<file path="src/rtl/lift_pkg.sv">
// lift_pkg: shared types, default sizing and floor-mask helpers for the
// lift car controller slice.
//   car_state_t    IDLE / MOVING / DOOR_OPEN
//   floor_t        floor index at the default floor width
//   any_above()    any mask bit strictly above a floor
//   any_below()    any mask bit strictly below a floor
package lift_pkg;

    localparam int unsigned LIFT_NUM_FLOORS = 11;
    localparam int unsigned LIFT_FLOOR_W    = 4;

    // Helpers take a zero-extended mask so they serve any NUM_FLOORS <= MASK_W.
    localparam int unsigned MASK_W = 32;

    typedef enum logic [1:0] {
        IDLE,
        MOVING,
        DOOR_OPEN
    } car_state_t;

    typedef logic [LIFT_FLOOR_W-1:0] floor_t;

    function automatic logic any_above(input logic [MASK_W-1:0] mask,
                                       input int unsigned       floor);
        logic r;
        r = 1'b0;
        for (int unsigned i = 0; i < MASK_W; i++) begin
            if (mask[i] && (i > floor)) r = 1'b1;
        end
        return r;
    endfunction

    function automatic logic any_below(input logic [MASK_W-1:0] mask,
                                       input int unsigned       floor);
        logic r;
        r = 1'b0;
        for (int unsigned i = 0; i < MASK_W; i++) begin
            if (mask[i] && (i < floor)) r = 1'b1;
        end
        return r;
    endfunction

endpackage

</file>
<file path="src/rtl/lift_timer.sv">
// lift_timer: loadable up-counter with terminal-count flag.
//   clk, rst   clock, asynchronous active-high reset (count -> 0)
//   load_i     synchronous clear to 0, wins over en_i
//   en_i       count up by one
//   tc_o       high while enabled and count == LIMIT-1
module lift_timer #(
    parameter int unsigned LIMIT = 8
) (
    input  logic clk,
    input  logic rst,
    input  logic load_i,
    input  logic en_i,
    output logic tc_o
);

    localparam int unsigned CW = $clog2(LIMIT);

    logic [CW-1:0] cnt_q;

    always_ff @(posedge clk or posedge rst) begin
        if (rst) begin
            cnt_q <= '0;
        end else if (load_i) begin
            cnt_q <= '0;
        end else if (en_i) begin
            cnt_q <= cnt_q + CW'(1);
        end
    end

    assign tc_o = en_i && (cnt_q == CW'(LIMIT - 1));

endmodule

</file>
<file path="src/rtl/lift_car_controller.sv">
// lift_car_controller: per-car SCAN motion and door controller.
//   clk, rst      clock, asynchronous active-high reset
//   assign_req    dispatcher stop requests, OR-ed into pending each cycle
//   car_req       in-car floor buttons, OR-ed into pending each cycle
//   door_hold     (only with LIFT_DOOR_HOLD_EN) holds the door timer at 0
//   cur_floor     current floor (dispatcher lift state)
//   dir_up        committed direction, 1 = up
//   moving        high in MOVING
//   door_open     high in DOOR_OPEN
//   pending       outstanding stop mask
//   served_vld    one-cycle pulse per stop, with served_floor
// Optional feature macro: LIFT_DOOR_HOLD_EN.
module lift_car_controller
    import lift_pkg::*;
#(
    parameter int unsigned NUM_FLOORS    = LIFT_NUM_FLOORS,
    parameter int unsigned FLOOR_W       = LIFT_FLOOR_W,
    parameter int unsigned TRAVEL_CYCLES = 8,
    parameter int unsigned DOOR_CYCLES   = 16
) (
    input  logic                  clk,
    input  logic                  rst,
    input  logic [NUM_FLOORS-1:0] assign_req,
    input  logic [NUM_FLOORS-1:0] car_req,
`ifdef LIFT_DOOR_HOLD_EN
    input  logic                  door_hold,
`endif
    output logic [FLOOR_W-1:0]    cur_floor,
    output logic                  dir_up,
    output logic                  moving,
    output logic                  door_open,
    output logic [NUM_FLOORS-1:0] pending,
    output logic                  served_vld,
    output logic [FLOOR_W-1:0]    served_floor
);

    car_state_t            state_q, state_d;
    logic [FLOOR_W-1:0]    floor_q, floor_d, next_floor;
    logic [FLOOR_W-1:0]    served_floor_q, served_floor_d;
    logic                  dir_q, dir_d;
    logic                  moving_q, door_q;
    logic                  served_vld_q, served_vld_d;
    logic [NUM_FLOORS-1:0] pending_q, pending_d;
    logic [NUM_FLOORS-1:0] req_in, clear_mask, here_mask, next_mask;
    logic                  here, above, below, at_limit;
    logic                  travel_tc, door_tc, travel_load, door_load;
    logic                  door_restart, hold;

`ifdef LIFT_DOOR_HOLD_EN
    assign hold = door_hold;
`else
    assign hold = 1'b0;
`endif

    assign req_in     = assign_req | car_req;
    assign here_mask  = NUM_FLOORS'(1) << floor_q;
    assign next_floor = dir_q ? floor_q + FLOOR_W'(1) : floor_q - FLOOR_W'(1);
    assign next_mask  = NUM_FLOORS'(1) << next_floor;
    assign here       = |(pending_q & here_mask);
    assign above      = any_above(MASK_W'(pending_q), 32'(floor_q));
    assign below      = any_below(MASK_W'(pending_q), 32'(floor_q));
    assign at_limit   = dir_q ? (floor_q == FLOOR_W'(NUM_FLOORS - 1))
                              : (floor_q == '0);

    // A fresh request for the floor whose door is open is absorbed by
    // the current stop rather than queued for a later visit.
    assign door_restart = (state_q == DOOR_OPEN) && |(req_in & here_mask);

    assign travel_load = (state_q != MOVING) || travel_tc;
    assign door_load   = (state_q != DOOR_OPEN) || door_tc || door_restart || hold;

    lift_timer #(.LIMIT(TRAVEL_CYCLES)) u_travel_timer (
        .clk    (clk),
        .rst    (rst),
        .load_i (travel_load),
        .en_i   (state_q == MOVING),
        .tc_o   (travel_tc)
    );

    lift_timer #(.LIMIT(DOOR_CYCLES)) u_door_timer (
        .clk    (clk),
        .rst    (rst),
        .load_i (door_load),
        .en_i   (state_q == DOOR_OPEN),
        .tc_o   (door_tc)
    );

    always_comb begin
        state_d        = state_q;
        floor_d        = floor_q;
        dir_d          = dir_q;
        served_vld_d   = 1'b0;
        served_floor_d = served_floor_q;
        clear_mask     = '0;

        unique case (state_q)
            IDLE: begin
                if (here) begin
                    state_d        = DOOR_OPEN;
                    clear_mask     = here_mask;
                    served_vld_d   = 1'b1;
                    served_floor_d = floor_q;
                end else if (above && (dir_q || !below)) begin
                    dir_d   = 1'b1;
                    state_d = MOVING;
                end else if (below) begin
                    dir_d   = 1'b0;
                    state_d = MOVING;
                end
            end
            MOVING: begin
                if (travel_tc) begin
                    if (at_limit) begin
                        state_d = IDLE;
                    end else begin
                        floor_d = next_floor;
                        if (|(pending_q & next_mask)) begin
                            state_d        = DOOR_OPEN;
                            clear_mask     = next_mask;
                            served_vld_d   = 1'b1;
                            served_floor_d = next_floor;
                        end
                    end
                end
            end
            DOOR_OPEN: begin
                if (door_restart) begin
                    clear_mask     = here_mask;
                    served_vld_d   = 1'b1;
                    served_floor_d = floor_q;
                end else if (door_tc) begin
                    state_d = IDLE;
                end
            end
            default: state_d = IDLE;
        endcase

        pending_d = (pending_q | req_in) & ~clear_mask;
    end

    always_ff @(posedge clk or posedge rst) begin
        if (rst) begin
            state_q        <= IDLE;
            floor_q        <= '0;
            dir_q          <= 1'b1;
            moving_q       <= 1'b0;
            door_q         <= 1'b0;
            served_vld_q   <= 1'b0;
            served_floor_q <= '0;
            pending_q      <= '0;
        end else begin
            state_q        <= state_d;
            floor_q        <= floor_d;
            dir_q          <= dir_d;
            moving_q       <= (state_d == MOVING);
            door_q         <= (state_d == DOOR_OPEN);
            served_vld_q   <= served_vld_d;
            served_floor_q <= served_floor_d;
            pending_q      <= pending_d;
        end
    end

    // Direction rules only commit towards a pending stop, so the car can
    // never run off either end of the shaft.
    assert property (@(posedge clk) disable iff (rst)
        !((state_q == MOVING) && travel_tc && at_limit));

    assign cur_floor    = floor_q;
    assign dir_up       = dir_q;
    assign moving       = moving_q;
    assign door_open    = door_q;
    assign pending      = pending_q;
    assign served_vld   = served_vld_q;
    assign served_floor = served_floor_q;

endmodule

</file>
<file path="config.mk">
export PLATFORM = sky130hd
export DESIGN_NAME = lift_car_controller
export DESIGN_NICKNAME = d
export VERILOG_FILES = /design/src/rtl/lift_pkg.sv /design/src/rtl/lift_timer.sv /design/src/rtl/lift_car_controller.sv
export SDC_FILE = /design/constraint.sdc
export NUM_CORES = 1
export LEC_CHECK = 0
export ABC_AREA = 1
export CELL_PAD_IN_SITES_DETAIL_PLACEMENT = 1
export CELL_PAD_IN_SITES_GLOBAL_PLACEMENT = 2
export CORE_MARGIN = 10
export CORE_UTILIZATION = 28
export DETAILED_ROUTE_END_ITERATION = 12
export GPL_TIMING_DRIVEN = 0
export PLACE_DENSITY_LB_ADDON = 0.1
export SETUP_SLACK_MARGIN = 0.05
export SYNTH_ARGS = -nofsm -noshare
export SYNTH_HDL_FRONTEND = slang
export SYNTH_SLANG_ARGS = --single-unit
</file>
<file path="constraint.sdc">
create_clock -name clk -period 2.45 [get_ports clk]
set_clock_uncertainty 0.05 [all_clocks]
set_input_delay 0.49 -clock clk [delete_from_list [all_inputs] [get_ports clk]]
set_output_delay 0.49 -clock clk [all_outputs]
set_load 0.005 [all_outputs]
</file>
-- Word-level counts from Yosys, hierarchy flattened
Cells that the tools add are included.
- $lt $le $gt $ge: 21
- shifts and indexed selects: 2
- equality and inequality tests: 14
- reductions and logical operators: 42
- bitwise gates (word level): 9
- multiplexer cells: 56
- add/sub/neg operators: 4
- operators by type and width (operator ; number):
    2-to-1 mux 11 bit ; 5
    AND 11 bit ; 4
    case mux 11 bit (3 select lines) ; 1
    OR reduction 11 bit ; 3
    2-to-1 mux 4 bit ; 8
    2-to-1 mux 1 bit ; 29
    logical AND 1 bit ; 25
    OR 11 bit ; 2
    << shifter 1 x 4 -> 11 bit (first input constant) ; 2
    greater-than comparator 3 x 4 -> 1 bit (first input constant) ; 4
    less-than comparator 3 x 4 -> 1 bit (first input constant) ; 4
    2-to-1 mux 2 bit ; 8
    greater-than comparator 4 bit (first input constant) ; 3
    less-than comparator 4 bit (first input constant) ; 3
    != test 2 bit (second input constant) ; 6
    case mux 4 bit (3 select lines) ; 1
    NOT 11 bit ; 1
    adder 4 x 1 -> 4 bit (second input constant) ; 2
    == test 4 bit (second input constant) ; 2
    greater-than comparator 2 x 4 -> 1 bit (first input constant) ; 2
    less-than comparator 1 x 4 -> 1 bit (first input constant) ; 2
    less-than comparator 2 x 4 -> 1 bit (first input constant) ; 2
    2-to-1 mux 3 bit ; 2
    case mux 2 bit (3 select lines) ; 1
    other kinds (17) ; 26
- output and inout bits: 23
- register bits: 32
- logic and storage cells: 158

-- Depth between registers and ports, before layout
Gate-level depths: netlist of the first run.
- word-level depth: 20
- gate-level depth with buffers: 16
- gate-level depth less buffers: 15

-- Modules after synthesis
Synthesis of the first run repeated with hierarchy kept, for this count alone.
- cells, all modules: 387
- area, all modules: 2513.7 um2
- by module, submodules not included (module ; area an instance (um2) ; sequential area each (um2) ; times used ; cells an instance):
    lift_car_controller ; 2149.6 ; 626.9 ; 1 ; 341
    lift_timer at u_door_timer ; 201.4 ; 100.1 ; 1 ; 26
    lift_timer at u_travel_timer ; 162.7 ; 75.1 ; 1 ; 20

-- Worst setup path before layout of the first run
OpenSTA, ideal clock, no wires.
- kind: reg2reg
- from: register floor_q[1] (netlist: cur_floor[1])
- to: register pending_q[3] (netlist: pending[3])
- cell stages (with the launch flop): 17
- data arrival time: 1944 ps
- slack: 333 ps
- required time: 2277 ps
- library setup time: 123 ps
- path buffers: 2
- cell sequence: dfrtp_1 -> buf_2 -> inv_1 -> ha_1 -> inv_1 -> nand2_1 -> nand2_1 -> nand2_1 -> nor2_1 -> nand4_1 -> nand2_1 -> nor2_1 -> nand3_2 -> nand2_2 -> buf_6 -> nor2_1 -> nor2_1
- cells in the longest elaborated chain, start to end: 11
- elaborated cells between the ends (all ways): 23
- those cells by class: add/sub (2); eq/ne (1); shift (2); mux (8); bitwise (5); reduce/logical (5)
- RTL lines (item ; RTL line ; text):
    start: declaration ; lift_car_controller.sv:38 ; logic [FLOOR_W-1:0] floor_q, floor_d, next_floor;
    start signal: assignment ; lift_car_controller.sv:153 ; floor_q <= floor_d;
    subtractor 4 x 1 -> 4 bit or adder 4 x 1 -> 4 bit (tied branches) ; lift_car_controller.sv:57 ; assign next_floor = dir_q ? floor_q + FLOOR_W'(1) : floor_q - FLOOR_W'(1);
    2-to-1 mux 4 bit ; lift_car_controller.sv:57 ;
    << shifter 1 x 4 -> 11 bit ; lift_car_controller.sv:58 ; assign next_mask = NUM_FLOORS'(1) << next_floor;
    AND 11 bit ; lift_car_controller.sv:117 ; if (|(pending_q & next_mask)) begin
    OR reduction 11 bit ; lift_car_controller.sv:117 ;
    2-to-1 mux 11 bit ; lift_car_controller.sv:117 ;
    2-to-1 mux 11 bit ; lift_car_controller.sv:113 ; if (at_limit) begin
    2-to-1 mux 11 bit ; lift_car_controller.sv:112 ; if (travel_tc) begin
    case mux 11 bit (3 select lines) * ; lift_car_controller.sv:96 ; unique case (state_q)
    NOT 11 bit * ; lift_car_controller.sv:138 ; pending_d = (pending_q | req_in) & ~clear_mask;
    AND 11 bit * ; lift_car_controller.sv:138 ;
    via pending_d[3] ; lift_car_controller.sv:43 ; logic [NUM_FLOORS-1:0] pending_q, pending_d;
    end signal: assignment ; lift_car_controller.sv:159 ; pending_q <= pending_d;
    end: declaration ; lift_car_controller.sv:43 ;
The timed path passes the listed nets; every way through them passes the cells marked *.
A chain may end at the register's enable or synchronous reset.

-- Worst setup path after layout of the first run
- from: register floor_q[0] (netlist: cur_floor[0])
- to: register pending_q[3] (netlist: pending[3])
The elaborated chain is that of the path after synthesis.

==> results of run 1 <==
-- cell usage in the layout (no fill, tap or decap), types with 4 or more instances in the layout --
master           instances
nor2_1                  44
ha_4                     4
buf_6                    5
ha_1                     5
nand2_4                  4
nor2_2                  11
o211ai_1                 7
inv_2                    5
buf_4                   10
nand3_2                  6
o21ai_1                  4
nand3b_1                 8
nor2_4                   6
inv_1                   28
o21ai_0                 18
nand4_1                  6
nor3_1                  10
nand2_2                  9
dfrtp_1                 29
clkbuf_8                 5
nand2_1                 90
clkdlybuf4s50_1         46
nand3_1                 24
-- power groups by stage --
stage	logic [uW]	registers, uW	clock network, uW
6_report	82.7	534	432
3_5_place_dp	81.0	544	0
2_1_floorplan	25.8	544	0
5_1_grt	93.2	534	464
3_3_place_gp	80.3	544	0
4_1_cts	81.1	534	440
-- worst max-delay path: stages (launching register included) --
cell and delay [ns]:
dfrtp_2 0.44, buf_12 0.13, ha_4 0.18, ha_4 0.22, or2_4 0.27, nand2_8 0.09
nor2_4 0.05, nand4_1 0.10, nand2_1 0.08, nor2_2 0.12, nand3_2 0.10, nand2_4 0.11
buf_6 0.13, nor2_1 0.05, nor2_1 0.09
-- cells by family (layout without fill, tap and decap cells) --
group / Yosys count / in the layout / synth area share
compound gates: 40 / 40 / 0.0998
fa+ha+maj: 10 / 10 / 0.0522
buf+inv: 42 / 106 / 0.0799
simple gates: 223 / 223 / 0.422
xor+xnor: 3 / 3 / 0.0110
flops: 32 / 32 / 0.335
-- routing by layer --
metal  up-vias  wire length, um
met1      1224             4320
met3         4              383
met4         0               49
met2        45             4360
li1       1275                -
met5         -                0
-- through the flow --
stage | TNS, ns | worst slack, ns | hold slack, ns | utilization | cells
after floorplan | 0 | 0.333 | 0.360 | - | 350
after global routing | 0 | 0.0468 | 0.448 | 0.408 | 519
after detailed placement | -1.98 | -0.283 | 0.406 | 0.362 | 501
after CTS | 0 | 0.0502 | 0.417 | 0.382 | 514
after global placement | -1.16 | -0.215 | 0.371 | 0.362 | 501
final | 0 | 0.174 | 0.407 | 0.408 | 519
-- worst max-delay path by stage --
stage / end / cells past startpoint / slack (ns) / from
6_report: pending[3] / 14 / 0.17 / cur_floor[0]
5_1_grt: served_floor[2] / 14 / 0.05 / cur_floor[1]
4_1_cts: pending[7] / 14 / 0.05 / cur_floor[1]
3_5_place_dp: pending[0] / 16 / -0.28 / cur_floor[1]
3_3_place_gp: pending[0] / 16 / -0.22 / cur_floor[1]
2_1_floorplan: pending[3] / 16 / 0.33 / cur_floor[1]
-- sequential cells by signal (all words and copies together), names as in the netlist --
signal / flops
cur_floor: 4
dir_up: 1
door_open: 1
moving: 1
pending: 11
served_floor: 4
served_vld: 1
state_q: 2
u_door_timer.cnt_q: 4
u_travel_timer.cnt_q: 3
-- cell type report --
| cell class | instances | area share |
|---|---|---|
| timing repair buffer | 56 | 0.164 |
| clock buffer | 6 | 0.0215 |
| multi-input combinational | 276 | 0.470 |
| buffer | 6 | 0.0178 |
| clock inverter | 2 | 0.00483 |
| inverter | 36 | 0.0445 |
| sequential | 32 | 0.239 |
| tap | 105 | 0.0390 |
-- what timing repair did --
item,4_1_cts,5_1_grt
gates cloned,1,0
hold buffers,0,0
resized for setup,16,40
buffers inserted,4,5
setup endpoints to repair,18,20
pin swaps,1,15
endpoints found under the hold margin,0,0
==> summary.md, run 1 <==
| Metric | Value |
|---|---|
| Status | `finished, final reports clean` |
| Reg power frac | `0.509` |
| Hold path cells | `1` |
| Mapped Nets | `between 300 and 400` |
| Antenna violations before repair | `0` |
| Grt met1 use | `0.185` |
| Die area | `approximately 13000 um2` |
| Critical Path AT | `roughly 2.5 ns` |
| Static Leak | `approximately 0.0016 uW` |
| Crit path launch type | `register` |
| Most crowded layer after global routing | `met2` |
| FF-to-FF End | `pending[3]` |
| GRT Residual Overflow | `0` |
| Count leader, synth | `nand2_1` |
| Starting Density | `0.290` |
| Hold path endpoint | `u_travel_timer.cnt_q[0]` |
| Post-DP HPWL | `roughly 7300 um` |
| Top cells by area, synth | `dfrtp_1, nand2_1, nor2_1` |
| Mapped Cells | `350` |
| Met2 usage | `0.238` |
| I/O Buffers | `46` |
| Asr flop ratio synth | `1.00` |
| Worst EP required | `between 2 and 3 ns` |
| Routed wire length | `between 9000 and 10000 um` |
| Worst Max-Slew Pin Slew | `0.719 ns` |
| Register area | `805 um2` |
| Final setup fails | `0` |
| Post-route cell area | `3370 um2` |
| Setup CP Type | `reg2reg` |
| Number of global-route vias before repair | `around 2700` |
| Die width | `roughly 110 um` |
| Met3 usage | `0.0298` |
| Top-area cell type share of the netlist area | `0.324` |
| Peak supply drop | `roughly 0.18 mV` |
| Die height | `roughly 110 um` |
| Synth warnings | `0` |
| Area growth, synth to finish | `40.8%` |
| Yosys reg bits | `32` |
| Antenna cell count | `0` |
| Total net switching power | `between 200 and 300 uW` |
| RR Startpoint | `cur_floor[0]` |
| Comb pwr share | `0.079` |
| Residual DRC count | `0` |
| Ratio of cells with drive above 1 in the final layout | `0.193` |
| PwrDens | `311 nW/um2` |
| Post-synth top flop | `dfrtp_1` |
| Pin count of the biggest net entering global routing | `33` |
| CTS tree | `built` |
| Post-synth EDFFs | `0` |
| Via/cell ratio | `roughly 4.9` |
| Register area share after synthesis | `0.335` |
| # rows | `33` |
| Fillers | `~1000` |
| Pint | `roughly 800 uW` |
| Worst-path clk slew | `about 0.08 ns` |
| R2R Setup Slk | `~0.17 ns` |
| First-pass GRT wire length | `between 10000 and 15000 um` |
| Drt wl/cell | `roughly 18 um` |
| Dominant cell type by area after synthesis | `dfrtp_1` |
| Clock root cell | `clkbuf_8` |
| DRT Pass-1 Iters | `4` |
| Synth cell types | `33` |
| Tot GR Track Use | `0.143` |
| Net Sw Frac | `0.258` |
| Avg Cell Area, Syn | `6.84 um2` |
| Clock Latency Late Sink | `just under 0.3 ns` |
| Critical hold path startpoint | `u_travel_timer.cnt_q[0]` |
| Total clock sinks | `32` |
| Global placement routability congestion | `roughly 0.87` |
| Clock share of power | `0.412` |
| DRT iter0 DRCs | `83` |
| Hold WC Path Type | `reg2reg` |
| Dpl cell area | `~3000 um2` |
| Slew HR | `0.520` |
| Hold Vio Cnt, Final | `0` |
| Fmax | `439 MHz` |
| Min Tclk post-route | `2.28 ns` |
| Core Region | `a little over 8000 um2` |
| Reg2Reg Depth | `14` |
| Power, Total | `between 1000 and 1500 uW` |
| Post-synth top cells | `nand2_1, nor2_1, dfrtp_1, inv_1, nand3_1` |
| Fin nets | `around 450` |
| Tcrit/Tclk final | `0.929` |
| Synthesized cell area | `2390 um2` |
| Ports | `47` |
| Final Slew Violations | `0` |
| Max Buffers Root-to-Sink | `2` |
| RSZ-0062 raised after global routing | `yes` |
| CTS buffer count | `5` |
| CP Capture Type | `register` |
| Max H-tree Level | `2` |
| Final ANT Viol Nets | `0` |
| Max Cap Violations | `0` |
| Multi-input gate area | `~1600 um2` |
| Crit Path Max Fanout | `6` |
| Vias post-DR | `between 2000 and 3000` |
(Power assumes the default switching activity.)
==> run 2, diff against run 1 <==
--- a/config.mk
+++ b/config.mk
@@ -10,6 +10,7 @@
 export CELL_PAD_IN_SITES_GLOBAL_PLACEMENT = 2
 export CORE_MARGIN = 10
 export CORE_UTILIZATION = 28
+export CTS_CLUSTER_SIZE = 24
 export DETAILED_ROUTE_END_ITERATION = 12
 export GPL_TIMING_DRIVEN = 0
 export PLACE_DENSITY_LB_ADDON = 0.1
==> results of run 2 <==
The final DEF is identical to that of run 1; final timing and power are the same.
